**config.mk**
```make
export PLATFORM = sky130hd
export DESIGN_NAME = dmem_arbiter
export DESIGN_NICKNAME = d
export VERILOG_FILES = /design/src/rtl/dmem_arbiter.sv
export SDC_FILE = /design/constraint.sdc
export NUM_CORES = 1
export LEC_CHECK = 0
export ABC_AREA = 1
export BUFFER_PORTS_ARGS = -buffer_cell sky130_fd_sc_hd__buf_2
export CAP_MARGIN = 40
export CORE_AREA = 2 2 121 123
export CTS_CLUSTER_SIZE = 8
export DETAILED_ROUTE_END_ITERATION = 12
export DIE_AREA = 0 0 123 125
export PLACE_DENSITY = 0.71
export SLEW_MARGIN = 20
export SYNTH_ARGS = -nofsm -noshare
export SYNTH_HDL_FRONTEND = slang
export SYNTH_SLANG_ARGS = --single-unit
```
**constraint.sdc**
```tcl
create_clock -name clk -period 8.89 [get_ports clk]
set_input_delay 1.778 -clock clk [delete_from_list [all_inputs] [get_ports clk]]
set_output_delay 1.778 -clock clk [all_outputs]
set_load 0.01 [all_outputs]
```
**src/rtl/dmem_arbiter.sv**
```systemverilog
// dmem_arbiter: shares a single-port synchronous data RAM between the load/store unit (port 0)
// and the loader (port 1), one access at a time, round-robin, with programmable wait cycles.
module dmem_arbiter #(
    parameter int ADDR_WIDTH  = 16,
    parameter int WAIT_CYCLES = 4
) (
    input  logic                  clk,
    input  logic                  rst,
    input  logic                  p0_req,
    input  logic                  p0_we,
    input  logic [31:0]           p0_addr,
    input  logic [31:0]           p0_wdata,
    output logic [31:0]           p0_rdata,
    output logic                  p0_stall,
    output logic                  p0_done,
    input  logic                  p1_req,
    input  logic                  p1_we,
    input  logic [31:0]           p1_addr,
    input  logic [31:0]           p1_wdata,
    output logic [31:0]           p1_rdata,
    output logic                  p1_stall,
    output logic                  p1_done,
    output logic                  mem_we,
    output logic [ADDR_WIDTH-1:0] mem_addr,
    output logic [31:0]           mem_di,
    input  logic [31:0]           mem_dout,
    output logic                  busy
);

    typedef enum logic [2:0] {
        ST_IDLE    = 3'd0,
        ST_ISSUE   = 3'd1,
        ST_CAPTURE = 3'd2,
        ST_WAIT    = 3'd3,
        ST_RESP    = 3'd4
    } state_t;

    state_t                state_q, state_d;
    logic                  last_grant_q, last_grant_d;
    logic                  grant_q, grant_d;
    logic                  lat_we_q, lat_we_d;
    logic [3:0]            wait_cnt_q, wait_cnt_d;
    logic [ADDR_WIDTH-1:0] mem_addr_q, mem_addr_d;
    logic [31:0]           mem_di_q, mem_di_d;
    logic [31:0]           p0_rdata_q, p0_rdata_d;
    logic [31:0]           p1_rdata_q, p1_rdata_d;
    logic                  winner_s;
    logic                  unused_addr_s;

    assign unused_addr_s = ^{p0_addr[31:ADDR_WIDTH+2], p0_addr[1:0],
                             p1_addr[31:ADDR_WIDTH+2], p1_addr[1:0]};

    // Arbitration: a lone requester wins; on a tie the port not granted last time wins.
    always_comb begin
        winner_s = 1'b0;
        if (p0_req && p1_req) begin
            winner_s = ~last_grant_q;
        end else if (p1_req) begin
            winner_s = 1'b1;
        end else begin
            winner_s = 1'b0;
        end
    end

    // Access sequencer: next state, latched request fields and read-data capture.
    always_comb begin
        state_d      = state_q;
        last_grant_d = last_grant_q;
        grant_d      = grant_q;
        lat_we_d     = lat_we_q;
        wait_cnt_d   = wait_cnt_q;
        mem_addr_d   = mem_addr_q;
        mem_di_d     = mem_di_q;
        p0_rdata_d   = p0_rdata_q;
        p1_rdata_d   = p1_rdata_q;
        case (state_q)
            ST_IDLE: begin
                if (p0_req || p1_req) begin
                    state_d      = ST_ISSUE;
                    grant_d      = winner_s;
                    last_grant_d = winner_s;
                    lat_we_d     = winner_s ? p1_we : p0_we;
                    mem_addr_d   = winner_s ? p1_addr[ADDR_WIDTH+1:2] : p0_addr[ADDR_WIDTH+1:2];
                    mem_di_d     = winner_s ? p1_wdata : p0_wdata;
                end else begin
                    state_d = ST_IDLE;
                end
            end
            ST_ISSUE: begin
                state_d = ST_CAPTURE;
            end
            ST_CAPTURE: begin
                if (lat_we_q) begin
                    p0_rdata_d = p0_rdata_q;
                end else if (grant_q) begin
                    p1_rdata_d = mem_dout;
                end else begin
                    p0_rdata_d = mem_dout;
                end
                state_d = (WAIT_CYCLES > 0) ? ST_WAIT : ST_RESP;
            end
            ST_WAIT: begin
                if (wait_cnt_q == 4'(WAIT_CYCLES - 1)) begin
                    wait_cnt_d = 4'd0;
                    state_d    = ST_RESP;
                end else begin
                    wait_cnt_d = wait_cnt_q + 4'd1;
                end
            end
            ST_RESP: begin
                state_d = ST_IDLE;
            end
            default: begin
                state_d = ST_IDLE;
            end
        endcase
    end

    // State register and latched fields; reset abandons any access in flight.
    always_ff @(posedge clk or posedge rst) begin
        if (rst) begin
            state_q      <= ST_IDLE;
            last_grant_q <= 1'b1;
            grant_q      <= 1'b0;
            lat_we_q     <= 1'b0;
            wait_cnt_q   <= 4'd0;
            mem_addr_q   <= '0;
            mem_di_q     <= 32'd0;
            p0_rdata_q   <= 32'd0;
            p1_rdata_q   <= 32'd0;
        end else begin
            state_q      <= state_d;
            last_grant_q <= last_grant_d;
            grant_q      <= grant_d;
            lat_we_q     <= lat_we_d;
            wait_cnt_q   <= wait_cnt_d;
            mem_addr_q   <= mem_addr_d;
            mem_di_q     <= mem_di_d;
            p0_rdata_q   <= p0_rdata_d;
            p1_rdata_q   <= p1_rdata_d;
        end
    end

    // Strobes decoded from the state register so reset removes them at once.
    assign mem_we   = (state_q == ST_ISSUE) && lat_we_q;
    assign busy     = (state_q != ST_IDLE);
    assign p0_done  = (state_q == ST_RESP) && !grant_q;
    assign p1_done  = (state_q == ST_RESP) && grant_q;
    assign p0_stall = p0_req && !p0_done;
    assign p1_stall = p1_req && !p1_done;
    assign mem_addr = mem_addr_q;
    assign mem_di   = mem_di_q;
    assign p0_rdata = p0_rdata_q;
    assign p1_rdata = p1_rdata_q;

endmodule

```
Word level (Yosys, flattened, before mapping)
Index checks and enable logic that the tools add are counted.
{"block": "totals", "ff_bits": 122, "input_bits": 166, "output_inout_bits": 118}
{"block": "classes", "add_sub_neg": 1, "n_eq_ne": 6, "n_mux": 9, "bitwise_logic": 3, "reduce_logical": 15}
{"operator": "two-way mux 32 bit", "count": 1}
{"operator": "two-way mux 16 bit", "count": 1}
{"operator": "one-hot mux 3 bit (4 select lines)", "count": 1}
{"operator": "equality test 3 x 2 -> 1 bit (second input constant)", "count": 2}
{"operator": "logical AND 1 bit", "count": 6}
{"operator": "AND reduction 3 bit", "count": 2}
{"operator": "adder 4 x 1 -> 4 bit (second input constant)", "count": 1}
{"operator": "equality test 4 x 2 -> 1 bit (second input constant)", "count": 1}
{"operator": "two-way mux 1 bit", "count": 4}
{"operator": "two-way mux 4 bit", "count": 1}
{"operator": "equality test 3 x 1 -> 1 bit (second input constant)", "count": 1}
{"operator": "equality test 3 bit (second input constant)", "count": 1}
{"operator": "logical NOT 1 bit", "count": 3}
{"operator": "logical NOT 3 bit", "count": 1}
{"operator": "two-way mux 3 bit", "count": 1}
{"operator": "NOT 1 bit", "count": 3}
{"operator": "nonzero test 3 bit", "count": 1}
{"operator": "inequality test 2 bit (second input constant)", "count": 1}
{"operator": "AND reduction 2 bit", "count": 1}
{"operator": "logical OR 1 bit", "count": 1}

Longest topological paths before layout
{"block": "logic_depth", "ltp_word": 4, "mapped_depth": 9, "mapped_depth_nobuf": 6}

Worst setup path after synthesis
OpenSTA, ideal clock, no wires.
{"block": "synth_path", "path_type": "in2out", "start": "input p1_req", "end": "output p1_stall", "arrival_time_ns": 2.408, "required_ns": 7.112, "path_slack_ns": 4.704, "path_stages": 4, "path_cell_list": "buf_2 clkbuf_1 o21ai_0 inv_1"}
{"block": "synth_between", "elab_chain_len": 1}
{"item": "start, declared", "line": "16", "text": "input logic p1_req,"}
{"item": "logical AND 1 bit", "line": "150", "text": "assign p1_stall = p1_req && !p1_done;"}
{"item": "end, declared", "line": "21", "text": "output logic p1_stall,"}
No other way between the ends.

Final worst setup path
Same ends and word-level chain as after synthesis.

==> impl_results.md <==
* Worst rel slew slack at roughly half
* Crit end category: primary output
* Routed vias/inst at about 4.7
* Top cell type's share of synthesized area at 54.5%
* Largest net degree at the start of global routing at 65
* FF-to-FF setup slack at 6.90 ns
* Crit-path max FO at 52
* Ports at about 280
* GRT Util Overall at 21.3%
* Final Setup Violations at 0
* Clk_skew at roughly 0.0073 ns
* Pwr dens at 368 nW/µm²
* Type of the worst min-delay path: register to register
* Max_cap viols at 0
* WL final at 16000 µm
* DRC Markers at 0
* Post-CTS setup buffer count at 0
* Iter 0 DRT Violations at roughly 300
* Share of cells above drive strength 1 at 32.2%
* Via count at 5456
* Post-synthesis net count at 883
* Crit path DAT at 2.72 ns
* Post_cts resized at 0
* Worst Path Class, Setup: input port to primary output
* DRT Pass-1 Iters at 4
* Outcome: complete, no violations
* CTS Sinks at 122
* Drt wl/cell at 13.9 µm
* Mapped Area at 5550 µm²
* Vias in the first global route at 5333
* Die area at 15400 µm²
* Setup TNS at 0 ns
* Syn_area_per_cell at 7.76 µm²
* Reg area at 3050 µm²
* Fin crit share at about half
* F_max at 222 MHz
* Row cnt at 44
* Top post-synthesis cells by area: dfrtp_1 55%, nand2_1 26%, nand3_1 11%, buf_2 2.3%, buf_4 0.81%
* Final Hold Vio Count at 0
* FILL cells at 1379
* RSZ-0062 raised after global routing: no
* Leak Pwr at 4.45 nW
* Global route overflow at 0
* Mapped Cells at between 700 and 800
* Die Span X at 123 µm
* Initial antenna violation count at 3
* Yosys reg bits at 122
* Peak supply drop at 0.164 mV
* Root buffer cell: clkbuf_16
* Yosys warnings at 0
* # hold bufs at CTS at 0
* Routed Antenna Nets at 0
* Port bufs at 251
* Core area at 14200 µm²
* First-pass GRT wire length at 25800 µm
* Multi-input gate area at 2220 µm²
* Worst slew pin tran at 0.755 ns
* Area Growth Syn to Fin at 37.2%
* Leading area contributor after synthesis: dfrtp_1
* Fin Hold WS at roughly 0.46 ns
* CP Launch Type: input port
* Post-synth cell types at 20
* Clk slew on worst S/H paths at 0.06 ns
* TritonCTS buffer count at 17
* CTS tree: built
* Sequential share of the synthesized area at 55.0%
* Placer Congestion at 0.812
* Max-slew violations at 0
* Minimum clock period at 4.49 ns
* Nets at 1120
* H-tree levels at 4
* Initial Util at 39.1%
* Crit path required time at 7.11 ns
* Die H at 125 µm
* HPWL Detailed at 10900 µm
* Worst skew pair latency at 0.41 ns
* Clock buffer depth at 2
-- flip-flops by register name, summed over array words and instances, names as in the netlist --
signal	count
last_grant_q	1
grant_q	1
lat_we_q	1
mem_di	32
state_q	3
wait_cnt_q	4
p1_rdata	32
mem_addr	16
p0_rdata	32
-- per-stage QoR --
step / worst slack, ns / util [%] / power [W] / cells / area [µm²]
2_1_floorplan: 3.87 / - / 0.00165 / 716 / 5550
3_3_place_gp: 4.42 / 48.4 / 0.00205 / 1113 / 6880
3_5_place_dp: 4.40 / 48.9 / 0.00209 / 1116 / 6950
4_1_cts: 4.40 / 53.3 / 0.00282 / 1148 / 7570
5_1_grt: 4.28 / 53.7 / 0.00302 / 1151 / 7620
6_report: 4.40 / 53.7 / 0.00280 / 1151 / 7620
-- critical path, cell delays in order --
cell and delay (ns):
buf_2 0.07, buf_4 0.47, o21ai_0 0.19, inv_1 0.08, buf_2 0.12
-- per-layer routing --
layer	track usage (%)	part of all wire [%]	wire, µm	vias to the layer above
met3	7.98	9.2	1470	24
met2	34.9	47	7480	202
met1	25.6	42	6740	2498
met5	0	0.10	16	-
li1	-	-	-	2730
met4	7.69	1.8	294	2
-- final cells by class --
type / count / area share (%)
Sequential cell: 122 / 40.1
Multi-Input combinational cell: 534 / 29.2
Timing Repair Buffer: 263 / 18.8
Clock buffer: 19 / 5.94
Tap cell: 184 / 3.02
Clock inverter: 13 / 2.20
Inverter: 15 / 0.772
Antenna cell: 1 / 0.0328
-- worst paths after layout --
check | cells after the start | from | end
max reg2reg | 8 | last_grant_q | lat_we_q
max in group asynchronous | 4 | rst | p1_rdata[23]
max | 5 | p1_req | p1_stall
min | 2 | p1_rdata[1] | p1_rdata[1]
min reg2reg | 2 | p1_rdata[1] | p1_rdata[1]
min in group asynchronous | 2 | rst | p0_rdata[4]
-- Yosys cell counts --
library cell    n
nor2_2          3
o21ai_0         5
nor2_4          2
nand3b_1        1
nor3_2          1
dfrtp_1       121
inv_1          11
nand3_1       119
ha_1            1
nand3_2         1
clkbuf_1       12
buf_2          26
inv_2           4
buf_4           6
nand4_1         1
nand2_1       392
dfstp_2         1
nor2_1          7
buf_6           1
nand2_2         1
-- layout by cell type, fill, tap and decap left out, types with 3 or more instances in the layout --
| cell type | synthesis | layout |
|---|---|---|
| buf_4 | 6 | 7 |
| nand2_1 | 392 | 390 |
| clkbuf_16 | 0 | 17 |
| inv_1 | 11 | 10 |
| nor2_2 | 3 | 3 |
| clkinvlp_4 | 0 | 5 |
| buf_16 | 0 | 3 |
| nor2_1 | 7 | 7 |
| dfrtp_1 | 121 | 121 |
| buf_2 | 26 | 251 |
| bufinv_16 | 0 | 3 |
| nand3_1 | 119 | 119 |
| inv_2 | 4 | 4 |
| o21ai_0 | 5 | 5 |
| nand2_2 | 1 | 3 |
-- power breakdown --
part / internal (W) / total, W / leakage (nW) / switching (W)
registers: 0.000826 / 0.000973 / 1.50 / 0.000148
logic: 0.000416 / 0.00112 / 2.66 / 0.000701
clock network: 0.000457 / 0.000713 / 0.288 / 0.000255
-- kinds of logic (layout without fill, tap and decap cells) --
kind of cell | after synthesis | in the layout | synth area share [%]
buffers and inverters | 60 | 310 | 5.18
other | 0 | 1 | 0
DFF | 122 | 122 | 55.0
and+or+nand+nor | 528 | 528 | 39.2
AOI/OAI and AO/OA | 5 | 5 | 0.450
adders and majority gates | 1 | 1 | 0.225
(Power assumes the default switching activity.)
